[config.mk]
export PLATFORM = sky130hd
export DESIGN_NAME = ex2_mem_stage_flat
export DESIGN_NICKNAME = d
export VERILOG_FILES = /design/src/rtl/ex2_mem_stage_if.sv /design/src/rtl/ex2_mem_stage.sv /design/src/flat_wrapper.sv
export SDC_FILE = /design/constraint.sdc
export NUM_CORES = 1
export LEC_CHECK = 0
export ABC_AREA = 0
export ABC_CLOCK_PERIOD_IN_PS = 2700
export BUFFER_PORTS_ARGS = -buffer_cell sky130_fd_sc_hd__buf_4
export CAP_MARGIN = 20
export CORE_ASPECT_RATIO = 1.25
export CORE_UTILIZATION = 47
export CTS_CLUSTER_DIAMETER = 30
export CTS_CLUSTER_SIZE = 40
export DETAILED_ROUTE_END_ITERATION = 10
export GPL_ROUTABILITY_DRIVEN = 1
export PLACE_DENSITY = 0.89
export SETUP_SLACK_MARGIN = 0.3
export SLEW_MARGIN = 20
export SYNTH_ARGS = -nofsm -noshare
export SYNTH_HDL_FRONTEND = slang
export SYNTH_SLANG_ARGS = --single-unit
[constraint.sdc]
create_clock -name clk -period 2.7 [get_ports clk]
set_clock_uncertainty 0.2 [all_clocks]
set_input_delay 0.135 -clock clk [delete_from_list [all_inputs] [get_ports clk]]
set_output_delay 0.135 -clock clk [all_outputs]
set_load 0.005 [all_outputs]
[src/rtl/ex2_mem_stage_if.sv]
// Signal bundle between the EX1/EX2 register, the data-memory bus and writeback.
// master = the memory stage itself, slave = its surroundings (pipeline, memory, writeback).
interface ex2_mem_stage_if #(
  parameter int ADDR_W = 16
);
  logic              ex2_valid;
  logic              ex2_is_load;
  logic              ex2_is_store;
  logic [15:0]       ex2_alu_out;
  logic [15:0]       ex2_rs2;
  logic [3:0]        ex2_rd;
  logic              stall;
  logic              mem_req;
  logic              mem_we;
  logic [ADDR_W-1:0] mem_addr;
  logic [15:0]       mem_wdata;
  logic [15:0]       mem_rdata;
  logic              mem_ack;
  logic              wb_valid;
  logic              wb_we;
  logic [15:0]       wb_data;
  logic [3:0]        wb_rd;
  logic              bus_err;

  modport master (
    input  ex2_valid, ex2_is_load, ex2_is_store, ex2_alu_out, ex2_rs2, ex2_rd,
    input  mem_rdata, mem_ack,
    output stall, mem_req, mem_we, mem_addr, mem_wdata,
    output wb_valid, wb_we, wb_data, wb_rd, bus_err
  );

  modport slave (
    output ex2_valid, ex2_is_load, ex2_is_store, ex2_alu_out, ex2_rs2, ex2_rd,
    output mem_rdata, mem_ack,
    input  stall, mem_req, mem_we, mem_addr, mem_wdata,
    input  wb_valid, wb_we, wb_data, wb_rd, bus_err
  );
endinterface

[src/rtl/ex2_mem_stage.sv]
// EX2/memory stage: ALU ops write back 1 cycle later, loads 1 cycle after mem_ack; stall holds upstream while BUSY.
// Optional ACK_TIMEOUT_EN aborts an unacked access after TIMEOUT_CYCLES BUSY cycles and pulses bus_err.
module ex2_mem_stage #(
  parameter int          ADDR_W         = 16,
  parameter int unsigned TIMEOUT_CYCLES = 15
) (
  input  logic           clk,
  input  logic           rst_n,
  ex2_mem_stage_if.master bus
);

  localparam logic [0:0] ST_IDLE = 1'b0;
  localparam logic [0:0] ST_BUSY = 1'b1;

  logic [0:0]        r_state;
  logic              r_is_load;
  logic [3:0]        r_rd;
  logic              r_mem_req;
  logic              r_mem_we;
  logic [ADDR_W-1:0] r_mem_addr;
  logic [15:0]       r_mem_wdata;
  logic              r_wb_valid;
  logic              r_wb_we;
  logic [15:0]       r_wb_data;
  logic [3:0]        r_wb_rd;
  logic              r_bus_err;
  logic              w_mem_op;
  logic              w_timeout;
  logic              w_stall;

  assign w_mem_op = bus.ex2_is_load | bus.ex2_is_store;

`ifdef ACK_TIMEOUT_EN
  logic [7:0] r_cnt;

  // Held at zero in IDLE so every access starts its count fresh.
  always_ff @(posedge clk or negedge rst_n) begin
    if (!rst_n) begin
      r_cnt <= 8'd0;
    end else if (r_state == ST_IDLE) begin
      r_cnt <= 8'd0;
    end else if (!bus.mem_ack) begin
      r_cnt <= r_cnt + 8'd1;
    end
  end

  assign w_timeout = (r_cnt == 8'(TIMEOUT_CYCLES - 1));
`else
  logic w_unused_cfg;
  assign w_unused_cfg = (TIMEOUT_CYCLES != 0);
  assign w_timeout    = 1'b0;
`endif

  always_comb begin
    w_stall = 1'b0;
    if (r_state == ST_IDLE) begin
      w_stall = bus.ex2_valid & w_mem_op;
    end else begin
      w_stall = ~bus.mem_ack;
    end
  end

  always_ff @(posedge clk or negedge rst_n) begin
    if (!rst_n) begin
      r_state     <= ST_IDLE;
      r_is_load   <= 1'b0;
      r_rd        <= 4'd0;
      r_mem_req   <= 1'b0;
      r_mem_we    <= 1'b0;
      r_mem_addr  <= '0;
      r_mem_wdata <= 16'd0;
      r_wb_valid  <= 1'b0;
      r_wb_we     <= 1'b0;
      r_wb_data   <= 16'd0;
      r_wb_rd     <= 4'd0;
      r_bus_err   <= 1'b0;
    end else begin
      r_bus_err <= 1'b0;
      case (r_state)
        ST_IDLE: begin
          if (bus.ex2_valid && w_mem_op) begin
            r_mem_addr  <= bus.ex2_alu_out[ADDR_W-1:0];
            r_mem_wdata <= bus.ex2_rs2;
            r_mem_we    <= bus.ex2_is_store & ~bus.ex2_is_load;
            r_mem_req   <= 1'b1;
            r_rd        <= bus.ex2_rd;
            r_is_load   <= bus.ex2_is_load;
            r_wb_valid  <= 1'b0;
            r_wb_we     <= 1'b0;
            r_state     <= ST_BUSY;
          end else if (bus.ex2_valid) begin
            r_wb_valid <= 1'b1;
            r_wb_data  <= bus.ex2_alu_out;
            r_wb_rd    <= bus.ex2_rd;
            r_wb_we    <= (bus.ex2_rd != 4'd0);
          end else begin
            r_wb_valid <= 1'b0;
            r_wb_we    <= 1'b0;
          end
        end
        default: begin
          if (bus.mem_ack) begin
            r_mem_req <= 1'b0;
            r_state   <= ST_IDLE;
            if (r_is_load) begin
              r_wb_valid <= 1'b1;
              r_wb_data  <= bus.mem_rdata;
              r_wb_rd    <= r_rd;
              r_wb_we    <= (r_rd != 4'd0);
            end else begin
              r_wb_valid <= 1'b0;
              r_wb_we    <= 1'b0;
            end
          end else if (w_timeout) begin
            // An ack arriving in the expiry cycle takes the branch above instead.
            r_mem_req  <= 1'b0;
            r_bus_err  <= 1'b1;
            r_wb_valid <= 1'b0;
            r_wb_we    <= 1'b0;
            r_state    <= ST_IDLE;
          end
        end
      endcase
    end
  end

  assign bus.stall     = w_stall;
  assign bus.mem_req   = r_mem_req;
  assign bus.mem_we    = r_mem_we;
  assign bus.mem_addr  = r_mem_addr;
  assign bus.mem_wdata = r_mem_wdata;
  assign bus.wb_valid  = r_wb_valid;
  assign bus.wb_we     = r_wb_we;
  assign bus.wb_data   = r_wb_data;
  assign bus.wb_rd     = r_wb_rd;
  assign bus.bus_err   = r_bus_err;

endmodule

[src/flat_wrapper.sv]
// flat-port wrapper written by rule: the top's interface ports become plain ports
module ex2_mem_stage_flat 
#(
  parameter int          ADDR_W         = 16,
  parameter int unsigned TIMEOUT_CYCLES = 15
)
  (clk, rst_n, bus_ex2_valid, bus_ex2_is_load, bus_ex2_is_store, bus_ex2_alu_out, bus_ex2_rs2, bus_ex2_rd, bus_mem_rdata, bus_mem_ack, bus_stall, bus_mem_req, bus_mem_we, bus_mem_addr, bus_mem_wdata, bus_wb_valid, bus_wb_we, bus_wb_data, bus_wb_rd, bus_bus_err);
  ex2_mem_stage_if #(.ADDR_W(ADDR_W)) bus_i ();
  input  logic clk;
  input  logic rst_n;
  input wire logic [$bits(bus_i.ex2_valid)-1:0] bus_ex2_valid;
  input wire logic [$bits(bus_i.ex2_is_load)-1:0] bus_ex2_is_load;
  input wire logic [$bits(bus_i.ex2_is_store)-1:0] bus_ex2_is_store;
  input wire logic [$bits(bus_i.ex2_alu_out)-1:0] bus_ex2_alu_out;
  input wire logic [$bits(bus_i.ex2_rs2)-1:0] bus_ex2_rs2;
  input wire logic [$bits(bus_i.ex2_rd)-1:0] bus_ex2_rd;
  input wire logic [$bits(bus_i.mem_rdata)-1:0] bus_mem_rdata;
  input wire logic [$bits(bus_i.mem_ack)-1:0] bus_mem_ack;
  output wire logic [$bits(bus_i.stall)-1:0] bus_stall;
  output wire logic [$bits(bus_i.mem_req)-1:0] bus_mem_req;
  output wire logic [$bits(bus_i.mem_we)-1:0] bus_mem_we;
  output wire logic [$bits(bus_i.mem_addr)-1:0] bus_mem_addr;
  output wire logic [$bits(bus_i.mem_wdata)-1:0] bus_mem_wdata;
  output wire logic [$bits(bus_i.wb_valid)-1:0] bus_wb_valid;
  output wire logic [$bits(bus_i.wb_we)-1:0] bus_wb_we;
  output wire logic [$bits(bus_i.wb_data)-1:0] bus_wb_data;
  output wire logic [$bits(bus_i.wb_rd)-1:0] bus_wb_rd;
  output wire logic [$bits(bus_i.bus_err)-1:0] bus_bus_err;
  assign bus_i.ex2_valid = bus_ex2_valid;
  assign bus_i.ex2_is_load = bus_ex2_is_load;
  assign bus_i.ex2_is_store = bus_ex2_is_store;
  assign bus_i.ex2_alu_out = bus_ex2_alu_out;
  assign bus_i.ex2_rs2 = bus_ex2_rs2;
  assign bus_i.ex2_rd = bus_ex2_rd;
  assign bus_i.mem_rdata = bus_mem_rdata;
  assign bus_i.mem_ack = bus_mem_ack;
  assign bus_stall = bus_i.stall;
  assign bus_mem_req = bus_i.mem_req;
  assign bus_mem_we = bus_i.mem_we;
  assign bus_mem_addr = bus_i.mem_addr;
  assign bus_mem_wdata = bus_i.mem_wdata;
  assign bus_wb_valid = bus_i.wb_valid;
  assign bus_wb_we = bus_i.wb_we;
  assign bus_wb_data = bus_i.wb_data;
  assign bus_wb_rd = bus_i.wb_rd;
  assign bus_bus_err = bus_i.bus_err;
  ex2_mem_stage #(.ADDR_W(ADDR_W), .TIMEOUT_CYCLES(TIMEOUT_CYCLES)) u_core (.clk(clk), .rst_n(rst_n), .bus(bus_i));
endmodule
==> metrics.md, run 1 <==
| Metric | Value |
|---|---|
| Asr flop ratio synth | `1.00` |
| Initial core utilization | `0.493` |
| Max Cap Viol | `0` |
| Post-synthesis sequential area ratio | `0.571` |
| Met3 wire len | `360 um` |
| Routed Antenna Nets | `0` |
| Worst slew margin | `0.489` |
| Die Y | `87.0 um` |
| R2r setup slk | `0.63 ns` |
| Min-Delay Endpoint | `u_core.bus.wb_valid` |
| I/O Pins | `116` |
| RSZ-0062 raised after global routing | `no` |
| Final Net Count | `404` |
| HPWL Detailed | `4.09 mm` |
| Combinational Power Share | `0.331` |
| RD Place Congestion | `0.737` |
| Final TNS setup | `0 ns` |
| Most common library cells after synthesis | `dfrtp_1, mux2_2, mux2_4` |
| Final setup fails | `0` |
| M1 WL | `2.67 mm` |
| Std-Cell Rows | `30` |
| CTS buffer count | `9` |
| Area of the multi-input gates | `1070 sq um` |
| Minimum clock period | `2.15 ns` |
| Global-route wire length before repair | `11.3 mm` |
| Hold Violations, Final | `0` |
| Net Switching | `just under 900 uW` |
| Reg2reg start | `u_core.r_state` |
| Hold_sp | `bus_ex2_valid` |
| Overall power | `approximately 3.5 mW` |
| Initial antenna violation count | `0` |
| Power Density | `slightly below 800 nW/um^2` |
| Vias | `roughly 2.0k` |
| Inst Count DP | `342` |
| Sw Ratio | `0.258` |
| Peak VDD IR | `around 650 uV` |
| H-tree depth | `3` |
| Port bufs | `114` |
| Worst skew pair latency | `0.33 ns` |
| Core outline area | `5520 sq um` |
| N_diodes | `0` |
| Worst min path class | `in2reg` |
| Avg WL per Cell | `17.1 um` |
| CP required | `2.37 ns` |
| WP data arrival | `1.82 ns` |
| Total global-route track usage | `0.247` |
| Most frequent cell after synthesis | `dfrtp_1` |
| Layout Cells excl Fill | `roughly 410` |
| Fillcell total | `~320` |
| FMAX | `465 MHz` |
| Clock power share | `0.264` |
| Setup crit end kind | `output port` |
| Placed inst area | `~3600 sq um` |
| Grt ovf | `0` |
| Seq cells post-synth | `62` |
| Reg2Reg Depth | `3` |
| CTS Sinks | `62` |
| Seq pwr share | `0.405` |
| RR Endpoint | `u_core.bus.wb_data[11]` |
| Die ar. | `6090 sq um` |
| Leakage | `2.07 nW` |
| Status | `completed` |
| Total Wirelength | `~7.1 mm` |
| Finished Cell Area | `approximately 4400 sq um` |
| Cell Int Power | `2.57 mW` |
| CP Launch Type | `register` |
| Register area | `1550 sq um` |
| Hold Path Stages | `3` |
| Largest area contributor in the netlist | `dfrtp_1` |
| Ys flop type | `dfrtp_1` |
| Die W | `approximately 70 um` |
| Top post-synthesis cells by area | `dfrtp_1, mux2_2, mux2_4` |
| Share of the clock period used by the worst path after layout | `0.797` |
| Mapped Area | `2720 sq um` |
| Largest net degree at the start of global routing | `63` |
| CP Max Fanout | `19` |
| Max layer used | `met4` |
| CTS Buffer Depth | `2` |
| Residual DRC count | `0` |
| Syn Nets | `229` |
| CTS tree | `built` |
| Max-slew violations | `0` |
| Post-Synthesis Cells | `171` |
| Vias in the first global route | `between 2k and 2.5k` |
| Met2 wire length | `3.93 mm` |
| CTS root buf | `clkbuf_8` |
| Initial DRC count | `60` |
| Pre-antenna DRT Iters | `4` |
| Area Overhead vs Synth | `61.1%` |
| EDFF count, synth | `0` |
| Layout cells sized above 1 | `0.606` |
| Slew of the pin with the lowest slew margin | `0.766 ns` |
| Top cell type's share of synthesized area | `0.571` |
| Setup CP Type | `reg2out` |
| Vias/cell | `4.93` |
| Mean Syn Cell Area | `15.9 sq um` |
| Ys Warns | `0` |
| Clock-pin transition on the worst setup and hold timing paths | `0.06 ns` |
| Synth cell types | `24` |
[sequential cells by signal, indices dropped and copies added, names as in the netlist]
register,cells
u_core.bus.wb_valid,1
u_core.r_state,1
u_core.r_is_load,1
u_core.r_rd,4
u_core.bus.wb_data,16
u_core.bus.mem_addr,16
u_core.bus.mem_req,1
u_core.bus.wb_we,1
u_core.bus.mem_wdata,16
u_core.bus.wb_rd,4
u_core.bus.mem_we,1
[repair_timing]
item / CTS / global route
hold buffers: 57 / 0
resized for setup: 0 / 0
hold endpoints to repair: 123 / 0
buffers inserted: 0 / 0
setup endpoints to repair: 0 / 0
[kinds of logic after synthesis]
logic type,Yosys count,synth area share
compound gates,8,0.0198
buf+inv,11,0.0350
flops,62,0.571
mux,76,0.343
other cells,1,0.00138
simple gates,13,0.0304
[critical path: stages (launching register included)]
cell      delay (ns)
dfrtp_1         0.46
nor2b_2         0.25
o21a_2          0.19
buf_4           0.28
nand2b_1        0.18
buf_4           0.12
[worst max-delay path by stage]
stage | slack (ns) | cells past startpoint | startpoint | to
after CTS | 0.54 | 5 | u_core.r_state | bus_stall
after global routing | 0.41 | 5 | u_core.r_state | bus_stall
after floorplan | 0.80 | 5 | u_core.r_state | u_core.bus.wb_data[0]
final | 0.55 | 5 | u_core.r_state | bus_stall
after detailed placement | 0.64 | 3 | u_core.r_state | u_core.bus.wb_data[0]
after global placement | 0.69 | 3 | u_core.r_state | u_core.bus.wb_data[6]
[cells in the final DEF, fill, tap and decap left out, drive strengths merged, types with 2 or more instances in the layout]
| master | n |
|---|---|
| clkinv | 2 |
| nor4 | 2 |
| nand2b | 2 |
| mux2 | 76 |
| buf | 117 |
| dlygate4sd3 | 57 |
| nor2 | 3 |
| clkbuf | 11 |
| nand2 | 3 |
| a21oi | 3 |
| dfrtp | 62 |
| bufinv | 2 |
[metrics by stage]
stage | hold slack, ns | utilization | worst slack (ns)
6_report | 0.0470 | 0.793 | 0.547
3_5_place_dp | 0.0588 | 0.650 | 0.640
2_1_floorplan | -0.361 | - | 0.798
3_3_place_gp | 0.0615 | 0.650 | 0.689
4_1_cts | 0.0331 | 0.793 | 0.543
5_1_grt | 0.0422 | 0.793 | 0.409
[area by class of cell]
cell class              instances  share of cell area
clock buffers                  11              0.0346
clock inverters                 4              0.0160
inverters                       1            0.000857
multi-input cells              98               0.245
flip-flops and latches         62               0.354
well taps                      64              0.0183
repair buffers                174               0.331
[power groups by stage]
stage	combinational [mW]	clock, mW	sequential, mW
2_1_floorplan	0.492	0	1.40
3_3_place_gp	1.04	0	1.40
3_5_place_dp	1.07	0	1.41
4_1_cts	1.15	0.927	1.39
5_1_grt	1.22	0.975	1.43
6_report	1.15	0.914	1.40
[routing by layer]
metal	vias up	global-route usage
li1	957	-
met3	12	0.0683
met2	68	0.461
met1	1004	0.266
met5	-	0
met4	0	0.0927
(Power assumes the default switching activity.)
==> run 2: changes to the inputs <==
--- a/config.mk
+++ b/config.mk
@@ -5,17 +5,17 @@
 export SDC_FILE = /design/constraint.sdc
 export NUM_CORES = 1
 export LEC_CHECK = 0
-export ABC_AREA = 0
-export ABC_CLOCK_PERIOD_IN_PS = 2700
+export ABC_AREA = 1
+export ABC_CLOCK_PERIOD_IN_PS = 1800
 export BUFFER_PORTS_ARGS = -buffer_cell sky130_fd_sc_hd__buf_4
 export CAP_MARGIN = 20
 export CORE_ASPECT_RATIO = 1.25
-export CORE_UTILIZATION = 47
+export CORE_UTILIZATION = 43
 export CTS_CLUSTER_DIAMETER = 30
 export CTS_CLUSTER_SIZE = 40
 export DETAILED_ROUTE_END_ITERATION = 10
 export GPL_ROUTABILITY_DRIVEN = 1
-export PLACE_DENSITY = 0.89
+export PLACE_DENSITY = 0.86
 export SETUP_SLACK_MARGIN = 0.3
 export SLEW_MARGIN = 20
 export SYNTH_ARGS = -nofsm -noshare
==> constraint.sdc (replaced) <==
create_clock -name clk -period 1.8 [get_ports clk]
set_clock_uncertainty 0.2 [all_clocks]
set_input_delay 0.09 -clock clk [delete_from_list [all_inputs] [get_ports clk]]
set_output_delay 0.09 -clock clk [all_outputs]
set_load 0.005 [all_outputs]
==> run 2 against run 1 <==
- register-to-register slack worse by 0.34 ns
- worst setup slack worse by 0.28 ns
- via count is 43% higher
- total power is 39% higher
- global-route usage is 3.1 points higher
- clock-buffer cell count is 2 higher
- non-clock buffer count is 14 higher
- worst hold slack worse by 0.034 ns
- critical path depth is 1 higher
- wire length is 25% higher
- largest cell class is now buffers
- largest power group unchanged
==> metrics.md, run 2 <==
| Metric | Value |
|---|---|
| Vias in the first global route | `3087 (+31%)` |
| Layout cells sized above 1 | `0.309 (-0.296)` |
| Max Cap Viol | `0 (unchanged)` |
| Synth cell types | `20 (-17%)` |
| RR Endpoint | `u_core.bus.mem_req` |
| Power Density | `1060 nW/um^2 (+34%)` |
| Layout Cells excl Fill | `596 (+44%)` |
| Share of the clock period used by the worst path after layout | `0.854` |
| Worst Path Buf+Inv | `3 (+1)` |
| H-tree depth | `3 (unchanged)` |
| Worst skew pair latency | `0.33 ns (about the same)` |
| Seq cells post-synth | `62 (unchanged)` |
| Most frequent cells in the layout | `nand2_1, buf_4, dfrtp_1` |
| WP data arrival | `1.25 ns (-0.57 ns)` |
| Std-Cell Rows | `31 (+3.3%)` |
| Reg2Reg Depth | `7 (+4)` |
| Initial DRC count | `198 (+230%)` |
| Max-slew violations | `0 (unchanged)` |
| Crit-path slowest cell | `dfrtp_1` |
| Peak VDD IR | `729 uV (+12%)` |
| RSZ-0062 raised after global routing | `yes` |
| Port bufs | `114 (unchanged)` |
| Most common library cells after synthesis | `nand2_1, dfrtp_1, nand3_1` |
| Worst min path class | `in2reg` |
| Clock-pin transition on the worst setup and hold timing paths | `0.07 ns (about the same)` |
| Mapped Area | `2690 sq um (-1.2%)` |
| Most frequent cell after synthesis | `nand2_1` |
| R2r setup slk | `0.29 ns (-0.34 ns)` |
| FMAX | `around 650 MHz` |
| Hold Violations, Final | `0 (unchanged)` |
| CP required | `1.51 ns (-0.86 ns)` |
| M3 GR Usage | `0.0647 (-0.00355)` |
| Avg WL per Cell | `14.8 um (-13%)` |
| Core outline area | `5900 sq um (+6.8%)` |
| CTS buffer count | `9 (unchanged)` |
| Max incr delay on CP | `0.41 ns (-0.05 ns)` |
| Die Y | `90.4 um (+3.9%)` |
| Final TNS setup | `0 ns (unchanged)` |
| Vias/cell | `4.88 (-1.0%)` |
| Asr flop ratio synth | `1.00 (unchanged)` |
| GR Util met2 | `0.502 (+0.0417)` |
| Leakage | `2.45 nW (+18%)` |
| Largest area contributor in the netlist | `dfrtp_1` |
| Area Overhead vs Synth | `69.3%` |
| Clock power share | `0.208 (-0.056)` |
| Cell Int Power | `3.24 mW (+26%)` |
| CP Max Fanout | `3 (-16)` |
| Mean Syn Cell Area | `8.24 sq um (-48%)` |
| Critical Path, Cell by Cell | `inv_2 -> nand2_4 -> nor2_4 -> inv_8 -> nand2_4 -> buf_6` |
| CTS Sinks | `62 (unchanged)` |
| Routed Antenna Nets | `0 (unchanged)` |
| I/O Pins | `116 (unchanged)` |
| Setup crit end kind | `output port` |
| RD Place Congestion | `0.757 (+2.7%)` |
| Final Net Count | `568 (+41%)` |
| Initial core utilization | `0.456 (-0.0369)` |
| Crit path top cell by count | `nand2_4` |
| N_diodes | `0 (unchanged)` |
| HPWL Detailed | `4.80 mm (+17%)` |
| Pre-antenna DRT Iters | `4 (unchanged)` |
| Ys flop type | `dfrtp_1` |
| Met1 usage | `0.311 (+0.0454)` |
| EDFF count, synth | `0 (unchanged)` |
| Combinational Power Share | `0.364 (+0.033)` |
| Inst Count DP | `512 (+50%)` |
| Worst setup endpoint | `bus_stall` |
| Worst path top cell family by delay | `flip-flops` |
| Setup CP Type | `reg2out` |
| Residual DRC count | `0 (unchanged)` |
| Die ar. | `6570 sq um (+7.8%)` |
| Syn Nets | `384 (+68%)` |
| Ys Warns | `0 (unchanged)` |
| Largest net degree at the start of global routing | `34 (-46%)` |
| Post-Synthesis Cells | `326 (+91%)` |
| Total Wirelength | `8.84 mm (+25%)` |
| Sw Ratio | `0.325 (+0.0673)` |
| CTS Buffer Depth | `2 (unchanged)` |
| Vias | `2909 (+43%)` |
| Post-synthesis sequential area ratio | `0.578 (+0.00665)` |
| Global-route wire length before repair | `13.8 mm (+23%)` |
| GR peak layer | `met2` |
| Status | `completed` |
| CP Launch Type | `register` |
| Commonest non-fill, non-tap cell in the layout | `nand2_1` |
| Total global-route track usage | `0.278 (+0.0307)` |
| Initial antenna violation count | `0 (unchanged)` |
| Hold_sp | `bus_ex2_is_load` |
| Critical Path Stages | `6 (+1)` |
| Grt ovf | `0 (unchanged)` |
| Top cell type's share of synthesized area | `0.578 (+0.00665)` |
| Critical path launch point | `u_core.r_state` |
| Reg2reg start | `u_core.r_state` |
| CTS tree | `built` |
| Die W | `72.7 um (+3.8%)` |
| CTS root buf | `clkbuf_8` |
| Fillcell total | `387 (+21%)` |
| Seq pwr share | `0.428 (+0.023)` |
| Minimum clock period | `approximately 1.5 ns` |
| Top post-synthesis cells by area | `dfrtp_1, nand2_1, nand3_1` |
| Final setup fails | `0 (unchanged)` |
| Net Switching | `1.56 mW (+75%)` |
[run 2: cell types whose count changed after synthesis, moves of 3 or more]
cell and delta:
buf_2 +6, inv_1 +5, inv_2 +5, mux2_2 -56, mux2_4 -20, nand2_1 +172, nand2_2 +3, nand3_1 +19
nor2_1 +4, o21ai_0 +7, o21ai_1 +12, o22ai_1 +4
[run 2: area by class of cell]
cell class / instances / area [sq um] / area share
repair inverters: 2 / 12.5 / 0.00275
repair buffers: 188 / 1640 / 0.360
well taps: 82 / 103 / 0.0226
flip-flops and latches: 62 / 1550 / 0.341
multi-input cells: 236 / 1040 / 0.228
inverters: 11 / 56.3 / 0.0124
clock buffers: 13 / 139 / 0.0305
clock inverters: 2 / 10.0 / 0.00220
[run 2: timing repair]
item | 4_1_cts | 5_1_grt
gates resized for setup | 15 | 9
endpoints found under the setup margin | 42 | 60
setup buffers | 4 | 2
pin swaps | 3 | 4
hold buffers | 57 | 0
endpoints found under the hold margin | 124 | 0
gates cloned | 2 | 4
[run 2: worst reg2reg max path: stages (launching register included)]
cell	delay [ns]
dfrtp_1	0.41
inv_2	0.12
nand2_4	0.06
nor2_4	0.15
buf_4	0.18
buf_12	0.16
nor2_1	0.05
a21oi_1	0.12
[run 2: cell families (layout without fill, tap and decap cells)]
group,count (synthesis),in the layout,synth area share
AND/OR/NAND/NOR,208,209,0.310
flip-flops,62,62,0.578
buffers and inverters,29,216,0.0596
AO/OA/AOI/OAI,26,26,0.0512
other,1,1,0.00140
[run 2: power groups by stage]
stage	combinational [mW]	clock (mW)	sequential, mW
global placement	1.40	0	2.06
CTS	1.61	0.994	2.05
finish	1.75	1.00	2.06
global route	1.91	1.07	2.09
floorplan	0.580	0	2.06
detailed placement	1.46	0	2.07
[run 2: routing by layer]
layer,share of wire,vias to the layer above
li1,-,1376
met1,0.37,1385
met2,0.54,132
met3,0.070,16
met4,0.017,0
met5,0,-
[run 2: metrics by stage]
stage | hold slack (ns) | total power, mW | cell area [sq um] | setup WS, ns | util
final | 0.0126 | 4.81 | 4550 | 0.263 | 0.771
after global placement | -0.141 | 3.47 | 3600 | 0.175 | 0.610
after detailed placement | -0.136 | 3.52 | 3600 | 0.0973 | 0.610
after CTS | 0.00128 | 4.65 | 4410 | 0.239 | 0.749
after floorplan | -0.406 | 2.65 | 2690 | 0.460 | -
after global routing | 0.0542 | 5.07 | 4550 | 0.184 | 0.771
[run 2: worst min path at each step]
stage / endpoint / slack [ns] / cells past startpoint
2_1_floorplan: u_core.bus.mem_addr[0] / -0.41 / 0
3_3_place_gp: u_core.bus.mem_addr[4] / -0.14 / 1
3_5_place_dp: u_core.bus.mem_addr[4] / -0.14 / 1
4_1_cts: u_core.bus.wb_we / 0.001 / 8
5_1_grt: u_core.bus.wb_we / 0.05 / 8
6_report: u_core.bus.wb_we / 0.01 / 8
==> run 3: changes to the inputs <==
--- a/config.mk
+++ b/config.mk
@@ -11,6 +11,7 @@
 export CAP_MARGIN = 20
 export CORE_ASPECT_RATIO = 1.25
 export CORE_UTILIZATION = 43
+export CTS_BUF_LIST = sky130_fd_sc_hd__clkbuf_4 sky130_fd_sc_hd__clkbuf_8 sky130_fd_sc_hd__clkbuf_16
 export CTS_CLUSTER_DIAMETER = 30
 export CTS_CLUSTER_SIZE = 40
 export DETAILED_ROUTE_END_ITERATION = 10
==> run 3 against run 2 <==
- maximum frequency fell by 0.76%
- final cell count unchanged
- combinational power about the same
- worst hold slack barely moved
- clock-buffer cell count is the same
- total power rose by 0.92%
- via count is 0.34% higher
- global-route usage decreased by 0.084 points
- sequential power hardly changed
- sequential share of layout area hardly changed
==> metrics.md, run 3 (same netlist as run 2, synthesis figures left out) <==
| Metric | Value |
|---|---|
| RR Endpoint | `u_core.bus.wb_rd[0]` |
| Finished Cell Area | `4550 sq um (about the same)` |
| Initial antenna violation count | `0 (unchanged)` |
| Die Y | `90.4 um (unchanged)` |
| Met2 wire length | `4.82 mm (+0.73%)` |
| Clock power share | `0.216 (+0.008)` |
| Max-slew violations | `0 (unchanged)` |
| Setup WS post-layout | `0.252 ns (-0.0117 ns)` |
| Power Density | `1070 nW/um^2 (+0.84%)` |
| Worst skew pair latency | `0.32 ns (about the same)` |
| Initial core utilization | `0.456 (unchanged)` |
| Minimum clock period | `1.55 ns (+0.0117 ns)` |
| Initial DRC count | `268 (+35%)` |
| Layout cells sized above 1 | `0.315 (+0.00584)` |
| H-tree depth | `3 (unchanged)` |
| N_diodes | `0 (unchanged)` |
| Vias in the first global route | `3133 (+1.5%)` |
| Area Overhead vs Synth | `69.4% (about the same)` |
| Vias/cell | `4.90 (+0.34%)` |
| Pre-antenna DRT Iters | `4 (unchanged)` |
| Residual DRC count | `0 (unchanged)` |
| Std-Cell Rows | `31 (unchanged)` |
| Layout Cells excl Fill | `596 (unchanged)` |
| RSZ-0062 raised after global routing | `yes` |
| Cell Int Power | `3.30 mW (+1.8%)` |
| Most frequent cells in the layout | `nand2_1, buf_4, dfrtp_1` |
| Hold Slack | `0.0127 ns (+0.000160 ns)` |
| Final setup fails | `0 (unchanged)` |
| Post-layout util | `0.772 (about the same)` |
| CTS Buffer Depth | `2 (unchanged)` |
| Setup CP Type | `reg2reg` |
| WP data arrival | `1.56 ns (+0.31 ns)` |
| Hold Path Stages | `8 (unchanged)` |
| Grt ovf | `0 (unchanged)` |
| Met3 wire len | `599 um (-2.9%)` |
| Max Cap Viol | `0 (unchanged)` |
| Clock-pin transition on the worst setup and hold timing paths | `0.07 ns (about the same)` |
| Peak VDD IR | `693 uV (-5.0%)` |
| Avg WL per Cell | `14.6 um (-1.5%)` |
| Leakage | `2.46 nW (+0.47%)` |
| CTS tree | `built` |
| CTS Sinks | `62 (unchanged)` |
| Setup crit end kind | `register` |
| Routed Antenna Nets | `0 (unchanged)` |
| M1 WL | `3.15 mm (-4.1%)` |
| Total global-route track usage | `0.277 (-0.000837)` |
| Reg2Reg Depth | `7 (unchanged)` |
| I/O Pins | `116 (unchanged)` |
| Total Wirelength | `8.71 mm (-1.5%)` |
| Hold Violations, Final | `0 (unchanged)` |
| Placed inst area | `3600 sq um (unchanged)` |
| FMAX | `646 MHz (-0.76%)` |
| R2r setup slk | `0.25 ns (-0.04 ns)` |
| CP Launch Type | `register` |
| CP required | `1.81 ns (+0.30 ns)` |
| Combinational Power Share | `0.359 (-0.005)` |
| Largest net degree at the start of global routing | `34 (unchanged)` |
| Hold_sp | `bus_ex2_is_load` |
| Min-Delay Endpoint | `u_core.bus.wb_we` |
| Share of the clock period used by the worst path after layout | `0.860 (+0.00651)` |
| Die W | `72.7 um (unchanged)` |
| Overall power | `4.85 mW (+0.92%)` |
| Net Switching | `1.55 mW (-0.83%)` |
| CTS root buf | `clkbuf_8` |
| Commonest non-fill, non-tap cell in the layout | `nand2_1` |
| Max layer used | `met4` |
| Reg2reg start | `u_core.r_state` |
| HPWL Detailed | `4.80 mm (unchanged)` |
| Port bufs | `114 (unchanged)` |
| Worst min path class | `in2reg` |
| CP Max Fanout | `10 (+7)` |
| Final TNS setup | `0 ns (unchanged)` |
| Status | `completed` |
| Inst Count DP | `512 (unchanged)` |
| Sw Ratio | `0.320 (-0.00562)` |
| Pre-CTS setup slack | `0.0973 ns (unchanged)` |
| Core outline area | `5900 sq um (unchanged)` |
| Seq pwr share | `0.425 (-0.003)` |
| Final Net Count | `568 (unchanged)` |
| Global-route wire length before repair | `13.8 mm (-0.45%)` |
| RD Place Congestion | `0.757 (unchanged)` |
| Vias | `2919 (+0.34%)` |
| CTS buffer count | `9 (unchanged)` |
| Die ar. | `6570 sq um (unchanged)` |
-- run 3: worst max-delay path, cell delays in order, from the launching register on --
cell     delay [ns]
dfrtp_1        0.41
buf_6          0.15
nor2_4         0.10
nand2_1        0.10
nand2_4        0.20
nand2_4        0.14
nand2_1        0.10
nand2_1        0.06
-- run 3: power groups by stage --
stage / clock [mW] / sequential [mW] / combinational (mW)
finish: 1.05 / 2.06 / 1.74
global placement: 0 / 2.06 / 1.40
detailed placement: 0 / 2.07 / 1.46
global route: 1.13 / 2.10 / 1.90
CTS: 1.06 / 2.05 / 1.61
floorplan: 0 / 2.06 / 0.580
-- run 3: what timing repair did --
item                                   4_1_cts  5_1_grt
pin swaps                                    3        4
endpoints found under the hold margin      124        0
setup endpoints to repair                   43       59
gates resized for setup                     15        7
hold buffers                                57        0
cloned                                       2        4
setup buffers                                4        2
-- run 3: layer usage --
layer  GRT usage  vias to the layer above
met5           0                        -
met4       0.106                        0
met2       0.504                      129
li1            -                     1377
met3      0.0670                       16
met1       0.303                     1397
-- run 3: worst max path at each step --
stage,slack [ns],cells after the start,from,endpoint
after floorplan,0.46,8,u_core.r_state,u_core.bus.wb_data[0]
after global placement,0.17,6,u_core.r_state,bus_stall
after detailed placement,0.1,6,u_core.r_state,u_core.bus.wb_data[13]
after CTS,0.24,6,u_core.r_state,bus_stall
after global routing,0.19,6,u_core.r_state,bus_stall
final,0.25,7,u_core.r_state,u_core.bus.wb_rd[0]
-- run 3: cell type report --
class,instances,area [sq um]
timing repair buffer,188,1640
multi-input combinational,236,1030
timing repair inverter,2,12.5
clock buffer,13,154
inverter,11,56.3
fill,387,1340
sequential,62,1550
tap,82,103
clock inverter,2,10.0
